`config.mk`:
```
export PLATFORM = sky130hd
export DESIGN_NAME = note_tone_gen
export DESIGN_NICKNAME = d
export VERILOG_FILES = /design/src/rtl/note_tone_gen.sv
export SDC_FILE = /design/constraint.sdc
export NUM_CORES = 1
export LEC_CHECK = 0
export ABC_AREA = 1
export ABC_CLOCK_PERIOD_IN_PS = 2100
export CAP_MARGIN = 20
export CORE_MARGIN = 2
export CORE_UTILIZATION = 53
export DETAILED_ROUTE_END_ITERATION = 10
export GPL_TIMING_DRIVEN = 0
export PLACE_DENSITY = 0.8
export RECOVER_POWER = 100
export SYNTH_ARGS = -nofsm -noshare
export SYNTH_HDL_FRONTEND = slang
export SYNTH_SLANG_ARGS = --single-unit
```
`constraint.sdc`:
```
create_clock -name CLK -period 2.1 [get_ports CLK]
set_clock_uncertainty 0.15 [all_clocks]
set_input_delay 0.63 -clock CLK [delete_from_list [all_inputs] [get_ports CLK]]
set_output_delay 0.63 -clock CLK [all_outputs]
set_load 0.01 [all_outputs]
```
`src/rtl/note_tone_gen.sv`:
```
// note_tone_gen: square-wave tone generator fed by the 4-bit note-code bus.
//
// The current note code selects a half-period divisor. A counter runs over
// that divisor and toggles the speaker at each wrap, which is the edge point.
// New codes (pitch, octave, rest) are applied only at an edge point, or at
// once while silent, so the output never carries a truncated pulse.
//
// Ports:
//   CLK        in   system clock, rising edge
//   RESET      in   synchronous active-low reset
//   NOTE[3:0]  in   0=C5 1=B 2=A 3=G 4=F 5=E 6=D 7=C4 8=rest, 9..15 invalid (rest)
//   OCTAVE_UP  in   halve the divisor (one octave up), captured with NOTE
//   MUTE       in   force SPEAKER low, generator keeps running
//   SPEAKER    out  registered square wave
//   PLAYING    out  an active note is applied
//   CUR_NOTE   out  code currently applied
//   NOTE_START out  one-cycle pulse when a note or rest is applied
//   BAD_CODE   out  sticky, an invalid code was captured
module note_tone_gen #(
    parameter int unsigned CLK_HZ    = 100000000,
    parameter int unsigned SIM_SHIFT = 0,
    parameter int unsigned CNT_W     = 18
) (
    input  logic       CLK,
    input  logic       RESET,
    input  logic [3:0] NOTE,
    input  logic       OCTAVE_UP,
    input  logic       MUTE,
    output logic       SPEAKER,
    output logic       PLAYING,
    output logic [3:0] CUR_NOTE,
    output logic       NOTE_START,
    output logic       BAD_CODE
);

    // The divisor table below is only meaningful at 100 MHz.
    if (CLK_HZ != 100000000 || CNT_W < 18) begin : g_param_check
        $error("note_tone_gen: table needs CLK_HZ=100000000 and CNT_W>=18");
    end

    localparam logic [3:0] RestCode = 4'd8;

    typedef enum logic [0:0] {StSilent, StTone} state_e;

    state_e           state_q;
    logic [3:0]       note_q;      // captured input code
    logic             oct_q;       // captured input octave
    logic [3:0]       cur_note_q;
    logic             cur_oct_q;
    logic [CNT_W-1:0] div_q;
    logic [CNT_W-1:0] cnt_q;
    logic             wave_q;      // unmuted waveform
    logic             speaker_q;
    logic             start_q;
    logic             bad_q;

    logic [3:0]       req_note;
    logic             req_rest;
    logic             pending;
    logic             edge_pt;
    logic             apply;
    logic [CNT_W-1:0] new_div;
    logic             wave_d;

    // Half-period counts at 100 MHz.
    function automatic logic [CNT_W-1:0] base_div(input logic [3:0] code);
        logic [17:0] t;
        case (code)
            4'd0:    t = 18'd95556;
            4'd1:    t = 18'd101239;
            4'd2:    t = 18'd113636;
            4'd3:    t = 18'd127551;
            4'd4:    t = 18'd143173;
            4'd5:    t = 18'd151686;
            4'd6:    t = 18'd170262;
            4'd7:    t = 18'd191113;
            default: t = 18'd0;
        endcase
        return CNT_W'(t);
    endfunction

    always_comb begin
        req_note = (note_q > RestCode) ? RestCode : note_q;
        req_rest = (req_note == RestCode);
        // Octave is irrelevant for a rest, so it never re-triggers one.
        pending  = (req_note != cur_note_q) || (!req_rest && (oct_q != cur_oct_q));
        edge_pt  = (state_q == StTone) && (cnt_q == div_q - CNT_W'(1));
        // While silent, CUR_NOTE is the rest code, so a pending request is a note.
        apply    = pending && ((state_q == StSilent) || edge_pt);
        new_div  = (base_div(req_note) >> SIM_SHIFT) >> oct_q;
    end

    always_comb begin
        wave_d = wave_q;
        if (state_q == StSilent) begin
            if (apply) begin
                wave_d = 1'b1;
            end
        end else if (edge_pt) begin
            wave_d = (apply && req_rest) ? 1'b0 : ~wave_q;
        end
    end

    always_ff @(posedge CLK) begin
        if (!RESET) begin
            state_q    <= StSilent;
            note_q     <= RestCode;
            oct_q      <= 1'b0;
            cur_note_q <= RestCode;
            cur_oct_q  <= 1'b0;
            div_q      <= '0;
            cnt_q      <= '0;
            wave_q     <= 1'b0;
            speaker_q  <= 1'b0;
            start_q    <= 1'b0;
            bad_q      <= 1'b0;
        end else begin
            note_q    <= NOTE;
            oct_q     <= OCTAVE_UP;
            bad_q     <= bad_q | (note_q > RestCode);
            start_q   <= apply;
            wave_q    <= wave_d;
            speaker_q <= wave_d & ~MUTE;

            if (apply) begin
                cur_note_q <= req_note;
                cur_oct_q  <= oct_q;
                div_q      <= new_div;
            end

            unique case (state_q)
                StSilent: begin
                    cnt_q <= '0;
                    if (apply) begin
                        state_q <= StTone;
                    end
                end
                StTone: begin
                    if (edge_pt) begin
                        cnt_q <= '0;
                        if (apply && req_rest) begin
                            state_q <= StSilent;
                        end
                    end else begin
                        cnt_q <= cnt_q + CNT_W'(1);
                    end
                end
                default: state_q <= StSilent;
            endcase
        end
    end

    assign SPEAKER    = speaker_q;
    assign PLAYING    = (state_q == StTone);
    assign CUR_NOTE   = cur_note_q;
    assign NOTE_START = start_q;
    assign BAD_CODE   = bad_q;

endmodule

```
==> out/results.ini <==
[outcome]
outcome=finished, violations left
failed_checks=negative setup slack

[placed_design]
post-dp-hpwl_mm=5.87
port_buffers=15
finalWeightedCongestion=0.916

[timing]
setup_viol=45
drv_slew=0
rsz0062_at_grt=true
max-slew-margin-rel_pct=65.5
setup_tns_ps=-8240
hold_viol=0
fin_crit_sh_pct=112
max_freq_mhz=425
setup_ws_ps=-253
min_period_ps=2350
tightest_slew_ps=518

[drt]
post_drt_wl_per_cell_microns=13.5
firstDrtPassIters=5
drtAntennaViolNets=0
drt_iter0_markers=229
num_vias=3191
vias_per_cell=5.24
wl_mm=8.21
drc=0

[critical_path]
start_kind=flop
cp.required_ps=2170
reg2reg_slack_ps=-250
cp_max_fo=6
cp_slowest_cell=dfxtp_2
crit_path_max_incr_delay_ps=370
arrival_ps=2420
end_kind=flop
path_class=flop to flop
cp_cell_sequence=inv_2 -> ha_4 -> inv_1 -> nand2_1 -> nand2_1 -> nor2_1 -> nand2_1 -> nor2_1 -> nand2_1 -> nor2_1 -> nand3_1 -> nor2_4 -> inv_2 -> buf_4 -> nand3_4 -> buf_12 -> clkbuf_16 -> nor2_1

[logic_synthesis]
syn_area_per_cell_sq_um=6.41
synth_cell_types=41
synth.yosys.seq_area_share_pct=32.0
synthCells=498
yosys_warnings=0
ys_ff_latch=51
syn-num-nets=514
netlist_area_sq_um=3190

[die]
core_sq_um=5890
initial_core_util_pct=54.3
dieWidth_microns=81.6
io_pins=16
die_area_sq_um=6660
core.rowCount=28
die_h_microns=81.6

[layout]
nets=549
drive_gt1_share_pct=17.8
fill_cells=515
syn_to_final_growth_pct=22.8
num_antenna_cells=0

[clock_network]
cts_tree=done
cts_buffers=5
cts.hold.buffers_added=0
ctsRootBufferMaster=clkbuf_8
htree_levels=2
path_clk_slew_ps=100
clkLatencyLatePin_ps=320
cts_buffer_depth=2
cts_sinks=51

[global_route]
grt_pass1_wl_mm=12.5
overflow=0
antenna_found_initial=0
grt_max_degree=18
grt_pass1_vias=2815
grt_usage_pct=24.1

[power]
p_per_area_nw_per_um2=848
total_power_mw=3.33
p_leak_nw=1.77
irDropWorstVdd_uv=444

[job]
drv_cap=0

[hold_path]
timing.hold.worst.class=flop to flop

flip-flops by register name (all words and copies together), names as in the netlist:
signal and count:
div_q 18, cnt_q 18, cur_oct_q 1, oct_q 1, NOTE_START 1, CUR_NOTE 4, BAD_CODE 1, note_q 4
PLAYING 1, wave_q 1, SPEAKER 1
cell usage in the layout, fill, tap and decap left out, drive strengths merged, types with 3 or more instances in the layout:
| cell type | instances |
|---|---|
| xor2 | 12 |
| or2 | 3 |
| nand3 | 31 |
| xnor2 | 12 |
| clkbuf | 11 |
| ha | 8 |
| o21ai | 26 |
| nand4 | 5 |
| nor3 | 4 |
| a31oi | 3 |
| clkdlybuf4s50 | 13 |
| nor2 | 87 |
| buf | 20 |
| inv | 65 |
| nand2 | 148 |
| dfxtp | 51 |
| a21oi | 16 |
kinds of logic after synthesis:
logic type	after synthesis	share of synthesized area [%]
AOI/OAI and AO/OA	56	9.91
xor gates and xnor gates	24	6.58
adders and majority gates	8	3.13
buffers and inverters	77	9.80
DFF	51	32.0
and+or+nand+nor	282	38.6
path summary, 6_finish.rpt:
kind / start / to / depth (start not counted)
hold / removal: cnt_q[0]$_SDFF_PP0_ / cnt_q[0]$_SDFF_PP0_ / 1
setup / recovery: div_q[1]$_SDFFE_PN0P_ / cnt_q[1]$_SDFF_PP0_ / 18
setup reg to reg: div_q[1]$_SDFFE_PN0P_ / cnt_q[1]$_SDFF_PP0_ / 18
hold reg to reg: cnt_q[0]$_SDFF_PP0_ / cnt_q[0]$_SDFF_PP0_ / 1
timing repair:
| item | CTS | global route |
|---|---|---|
| setup buffers | 6 | 7 |
| gates cloned | 0 | 1 |
| endpoints found under the setup margin | 45 | 47 |
| hold endpoints to repair | 0 | 0 |
| pin swaps | 6 | 12 |
| gates resized for setup | 33 | 30 |
power breakdown:
group,internal [mW],switching (mW)
registers,1.06,0.101
clock network,0.484,0.371
logic,0.512,0.794
worst max-delay path: cells and delay by family, from the launching register on:
| family | cells | cell delay [ps] |
|---|---|---|
| and+or+nand+nor | 11 | 890 |
| buffers and inverters | 6 | 580 |
| DFF | 1 | 370 |
| adders and majority gates | 1 | 260 |
final cells by class:
class / instances / area [sq um] / area share (%)
plain buffers: 13 / 103 / 2.62
clock buffers: 5 / 68.8 / 1.75
clock inverters: 3 / 71.3 / 1.82
inverters: 64 / 245 / 6.25
multi-input cells: 370 / 2020 / 51.6
flip-flops and latches: 51 / 1030 / 26.3
well taps: 75 / 93.8 / 2.39
repair buffers: 28 / 285 / 7.28
synth_stat cells:
| master | number | area (sq um) |
|---|---|---|
| a22oi_1 | 1 | 7.51 |
| or2_2 | 2 | 12.5 |
| xor2_1 | 12 | 105 |
| o22ai_1 | 2 | 12.5 |
| buf_1 | 1 | 3.75 |
| clkbuf_1 | 5 | 18.8 |
| buf_2 | 4 | 20.0 |
| o211ai_2 | 1 | 12.5 |
| nor2_1 | 77 | 289 |
| o21ai_0 | 23 | 115 |
| nor2_8 | 1 | 20.0 |
| nor2_2 | 7 | 43.8 |
| nand2_4 | 2 | 22.5 |
| nand3_1 | 30 | 150 |
| buf_4 | 1 | 7.51 |
| or2_0 | 1 | 6.26 |
| xnor2_1 | 12 | 105 |
| ha_1 | 8 | 100 |
| and2_1 | 1 | 6.26 |
| nor3_2 | 1 | 10.0 |
| dfxtp_1 | 51 | 1020 |
| inv_2 | 3 | 11.3 |
| o21a_1 | 2 | 15.0 |
| nand2_2 | 9 | 56.3 |
| a211oi_1 | 1 | 7.51 |
| buf_6 | 2 | 22.5 |
| a31oi_1 | 3 | 18.8 |
| nand3_2 | 1 | 10.0 |
| o211ai_1 | 1 | 7.51 |
| nor3_1 | 3 | 15.0 |
| o21ai_1 | 3 | 15.0 |
| nand4_1 | 5 | 31.3 |
| a21oi_1 | 16 | 80.1 |
| nand2_1 | 137 | 514 |
| o2111ai_1 | 1 | 8.76 |
| a31o_2 | 1 | 8.76 |
| nand3b_1 | 2 | 15.0 |
| nor2_4 | 2 | 22.5 |
| o31ai_1 | 1 | 7.51 |
| inv_1 | 61 | 229 |
| nor3b_1 | 1 | 7.51 |
routing by layer:
layer,vias up,GRT usage [%],share of wire [%]
met1,1473,31.9,46
met3,19,3.74,4.4
met2,78,40.8,48
met5,-,0,0
met4,0,6.50,1.9
li1,1621,-,-
stage by stage:
step / util [%] / setup WS (ps) / instances / hold slack [ps] / instance area [sq um]
6_report: 66.6 / -253 / 609 / 294 / 3920
3_3_place_gp: 58.5 / -343 / 588 / 309 / 3440
5_1_grt: 66.6 / -418 / 609 / 319 / 3920
2_1_floorplan: - / 0.876 / 498 / 280 / 3200
4_1_cts: 63.6 / -190 / 602 / 303 / 3740
3_5_place_dp: 58.5 / -467 / 588 / 316 / 3440
Note: power is estimated with default switching activity, not from simulation.
==> variant 1, RTL diff (config.mk and constraints unchanged) <==
Add an input register stage for `NOTE`, `OCTAVE_UP` and `MUTE`, cleared by the reset; this delays them by one clock.
--- a/src/rtl/note_tone_gen.sv
+++ b/src/rtl/note_tone_gen.sv
@@ -34,2 +34,18 @@
 );
+
+    logic [3:0] NOTE_q;
+    logic OCTAVE_UP_q;
+    logic MUTE_q;
+
+    always_ff @(posedge CLK) begin
+        if (!RESET) begin
+            NOTE_q      <= '0;
+            OCTAVE_UP_q <= '0;
+            MUTE_q      <= '0;
+        end else begin
+            NOTE_q      <= NOTE;
+            OCTAVE_UP_q <= OCTAVE_UP;
+            MUTE_q      <= MUTE;
+        end
+    end
 
@@ -117,4 +133,4 @@
         end else begin
-            note_q    <= NOTE;
-            oct_q     <= OCTAVE_UP;
+            note_q    <= NOTE_q;
+            oct_q     <= OCTAVE_UP_q;
             bad_q     <= bad_q | (note_q > RestCode);
@@ -122,3 +138,3 @@
             wave_q    <= wave_d;
-            speaker_q <= wave_d & ~MUTE;
+            speaker_q <= wave_d & ~MUTE_q;
 
Function: changed (Yosys sat finds a counterexample within 4 cycles, from zero or initial values and one cycle with RESET low).
==> variant 1 against the original RTL <==
- the run still ends with setup timing left
- global-route usage down 0.066 points
- cell area is 6.5% higher
- sequential cell count rose by 6
- final cell count is 2.6% higher
- via count is 2.2% higher
- routed wire length fell by 0.85%
- sequential power up 6%
- setup slack gained 0.028 ns
- area after synthesis is 5.3% higher
- hold slack worse by 0.047 ns
- total power hardly changed
- clock power rose by 17%
- largest cell class unchanged
==> variant 1: results (changes against the original RTL) <==
Unique masters post-synth -> 40 (-2.4%)
Avg Vias per Cell -> 5.22 (-0.45%)
htree depth -> 3 (+1)
number of global-route vias before repair -> 3128 (+11%)
Resized cells post-CTS -> 44 (+33%)
max_slew headroom -> 52.5% (-13 points)
Area after DPL -> 3610 um2 (+4.9%)
sequential-to-total area share from yosys stat -> 33.9% (+2.0 points)
initial detailed-routing violation count -> 162 (-29%)
global-route wire length before repair -> 13.7 mm (+10%)
top cells by count, synth -> nand2_1 (129), inv_1 (64), nor2_1 (61), dfxtp_1 (57), o21ai_0 (36)
Seq/total area -> 27.5% (+1.2 points)
number of port buffers -> 14 (-1)
all-layer global routing usage -> 24.0% (-0.066 points)
core area -> 6240 um2 (+6.0%)
Worst path depth -> 17 (-1)
hold endpoint -> SPEAKER
Reg area -> 1150 um2 (+11%)
final setup fails -> 44 (-2.2%)
crit-path max cell delay -> 0.32 ns (-0.05 ns)
RePlAce Congestion -> 0.908 (-0.96%)
Buffers excl. clock -> 44 (+7.3%)
failing checks -> setup timing
CTS buffer count -> 9 (+4)
layout cells sized above 1 -> 21.9% (+4.1 points)
post-route setup slack -> -0.225 ns (+0.0278 ns)
largest net degree at the start of global routing -> 11 (-7)
clk_buf instances -> 11 (+6)
TNS Setup -> -6.65 ns (+1.60 ns)
Multi-In Gates -> 363 (-1.9%)
crit path DAT -> 2.46 ns (+0.04 ns)
Critical Path End -> div_q[17]
insertion delay to the later sink of the worst-skew pair -> 0.35 ns (+0.03 ns)
fillers -> 536 (+4.1%)
Via Count -> 3260 (+2.2%)
WL/cell -> 13.0 um (-3.4%)
syn nets -> 519 (+0.97%)
Non-clk invs -> 70 (+9.4%)
sequential cells -> 57 (+12%)
setup bufs post-CTS -> 13 (+7)
leakage power -> 1.87 nW (+5.3%)
clk slew on worst S/H paths -> 0.07 ns (-0.03 ns)
Place WS -> -0.476 ns (-0.00922 ns)
dpl cells -> 594 (+1.0%)
Hold Crit Start -> MUTE_q
status -> complete, but fails checks
Synth Instances -> 503 (+1.0%)
Layout non-clock buf frac -> 9.85% (-0.038 points)
[variant 1: report_power, final]
group	switching [mW]	internal, mW	total (mW)
Combinational	0.645	0.448	1.09
Clock	0.438	0.565	1.00
Sequential	0.0752	1.15	1.23
Total	1.16	2.16	3.32
[variant 1: per-layer routing]
metal | track usage [%] | part of all wire [%]
met1 | 27.0 | 42
met2 | 42.3 | 50
met3 | 5.74 | 4.1
met5 | 0 | 0
met4 | 11.9 | 3.6
[variant 1: logic make-up (layout without fill, tap and decap cells)]
kind of cell	count (synthesis)	count (layout)	share of synthesized area, %
buffers and inverters	83	128	10.0
and+or+nand+nor	261	261	34.7
xor gates and xnor gates	25	25	6.51
DFF	57	57	33.9
AOI/OAI and AO/OA	68	68	11.6
adders and majority gates	8	8	2.98
muxes	1	1	0.298
==> variant 2, RTL diff (config.mk and constraints unchanged) <==
Without the edit above. The parameter `CNT_W` goes from 18 to 36.
--- a/src/rtl/note_tone_gen.sv
+++ b/src/rtl/note_tone_gen.sv
@@ -21,3 +21,3 @@
     parameter int unsigned SIM_SHIFT = 0,
-    parameter int unsigned CNT_W     = 18
+    parameter int unsigned CNT_W     = 36
 ) (
Check against the original RTL: same outputs for any inputs over 10 cycles, from zero or initial values and one cycle with RESET low; that may be too few to reach the edited logic, so the function may still have changed.
==> variant 2 against the original RTL <==
- sequential share of layout area down 1.5 points
- combinational power up 59%
- critical endpoint is now CUR_NOTE[3]
- sequential power up 28%
- clock power up 31%
- cell area up 44%
- setup slack worse by 0.25 ns
- the flow still finishes with violations (setup timing)
- total power up 41%
- sequential cell count up 18
- final cell count up 49%
- area after synthesis up 44%
- routed wire length up 59%
==> variant 2: results (changes against the original RTL) <==
status -> complete, but fails checks
failing checks -> setup timing
htree depth -> 3 (+1)
layout cells sized above 1 -> 21.0% (+3.2 points)
compound-gate portion of the synthesized area -> 9.22% (-0.69 points)
dpl hpwl -> 9.10 mm (+55%)
initial antenna violation count -> 0 (unchanged)
Avg Vias per Cell -> 5.43 (+3.7%)
DRT Pass-1 Iters -> 5 (unchanged)
Syn Area/Cell -> 6.22 um2 (-3.0%)
Root Driver -> clkbuf_8
adder-cell share of the synthesized area -> 2.18% (-0.95 points)
fillers -> 675 (+31%)
final wirelength -> 13.1 mm (+59%)
final setup fails -> 63 (+40%)
# rows -> 33 (+18%)
max_slew headroom -> 58.8% (-6.6 points)
RePlAce Congestion -> 0.976 (+6.5%)
clk slew on worst S/H paths -> 0.08 ns (-0.02 ns)
mux share of post-synthesis cell area -> 0.437% (+0.44 points)
Worst Hold Class -> flip-flop to flip-flop
largest net degree at the start of global routing -> 13 (-5)
number of global-route vias before repair -> 4681 (+66%)
Area after DPL -> 4940 um2 (+44%)
Unique masters post-synth -> 40 (-2.4%)
Most used DFF post-synth -> dfxtp_1
post-route setup slack -> -0.506 ns (-0.253 ns)
Max clock buf depth -> 2 (unchanged)
Synth async-reset ratio -> 0% (unchanged)
crit path DAT -> 2.68 ns (+0.26 ns)
global-route wire length before repair -> 21.6 mm (+73%)
Yosys warnings -> 0 (unchanged)
synthesis-to-layout area growth -> 23.6%
CTS buffer count -> 9 (+4)
Ant. Diodes -> 0 (unchanged)
sequential-to-total area share from yosys stat -> 30.1% (-1.8 points)
syn nets -> 753 (+46%)
Max Fanout on Critical Path -> 10 (+4)
worst vdd rail ir drop -> 0.520 mV (+17%)
all-layer global routing usage -> 28.2% (+4.2 points)
Largest register FFs -> 36
insertion delay to the later sink of the worst-skew pair -> 0.36 ns (+0.04 ns)
initial detailed-routing violation count -> 482 (+110%)
dpl cells -> 856 (+46%)
Final nets -> 816 (+49%)
leakage power -> 2.55 nW (+44%)
P_sw -> 1.87 mW (+48%)
top post-synthesis cells by area -> dfxtp_1 (30%), nand2_1 (18%), nor2_1 (8.3%)
Largest regs -> cnt_q x36, div_q x18
top cells by count, synth -> nand2_1 (223), nor2_1 (101), inv_1 (99), dfxtp_1 (69), nand3_1 (38)
final non-filler cell total -> 910 (+49%)
number of port buffers -> 14 (-1)
XOR/XNOR Fraction of Synth Area -> 4.01% (-2.6 points)
-- variant 2: through the flow --
step	power, mW	hold slack, ns	setup TNS [ns]	setup WS [ns]
after global placement	3.13	0.294	-28.55	-0.568
after floorplan	2.79	0.279	-2.38	-0.125
after detailed placement	3.16	0.309	-32.27	-0.633
after global routing	4.97	0.365	-33.79	-0.615
final	4.69	0.342	-26.86	-0.506
after CTS	4.56	0.344	-20.36	-0.407
-- variant 2: repair_timing --
item | 4_1_cts | 5_1_grt
setup buffers | 29 | 7
pin swaps | 20 | 5
setup endpoints to repair | 64 | 66
gates resized for setup | 59 | 17
gates cloned | 3 | 0
-- variant 2: path summary, 6_finish.rpt --
| check | startpoint | end | cells past startpoint |
|---|---|---|---|
| worst max-delay path | div_q[0] | CUR_NOTE[3] | 19 |
| worst min-delay path | div_q[17] | div_q[17] | 2 |
| worst max register to register | div_q[0] | CUR_NOTE[3] | 19 |
| worst min register to register | div_q[17] | div_q[17] | 2 |
-- variant 2: cell type report --
type	count	area share, %
multi-input cells	551	51.7
flip-flops and latches	69	24.8
repair buffers	52	8.17
inverters	101	6.85
plain buffers	16	2.61
clock buffers	11	2.50
well taps	105	2.32
clock inverters	5	1.06
-- variant 2: power by group through the flow --
stage	clock network, mW	logic [mW]	registers [mW]
after floorplan	0	1.30	1.49
after global placement	0	1.63	1.50
after detailed placement	0	1.66	1.50
after CTS	1.13	1.95	1.48
after global routing	1.19	2.27	1.50
final	1.12	2.08	1.49
-- variant 2: kinds of logic (layout without fill, tap and decap cells) --
group	after synthesis	count (layout)
compound gates	73	73
buf+inv	117	185
simple gates	447	447
fa+ha+maj	8	8
flops	69	69
xor+xnor	21	21
mux	2	2
-- variant 2: worst max-delay path, stage by stage (launching register included) --
cell	delay, ns
dfxtp_4	0.36
inv_4	0.08
ha_4	0.16
nand2_4	0.07
nor2_4	0.21
buf_4	0.16
nand2_2	0.04
nand3_1	0.09
nand2_1	0.07
nor2_1	0.09
nand2_1	0.06
nor2_1	0.09
nand2_1	0.12
nor2_4	0.16
inv_4	0.08
nand2_4	0.09
nand2_4	0.08
buf_6	0.15
nand2_1	0.08
o211ai_2	0.08
-- variant 2: metal layers --
layer | vias up | GRT usage (%) | wire length [um]
met5 | - | 0 | 0
met4 | 0 | 14.6 | 466
met3 | 45 | 7.30 | 1140
met2 | 252 | 44.0 | 5880
met1 | 2189 | 35.9 | 5600
li1 | 2457 | - | -
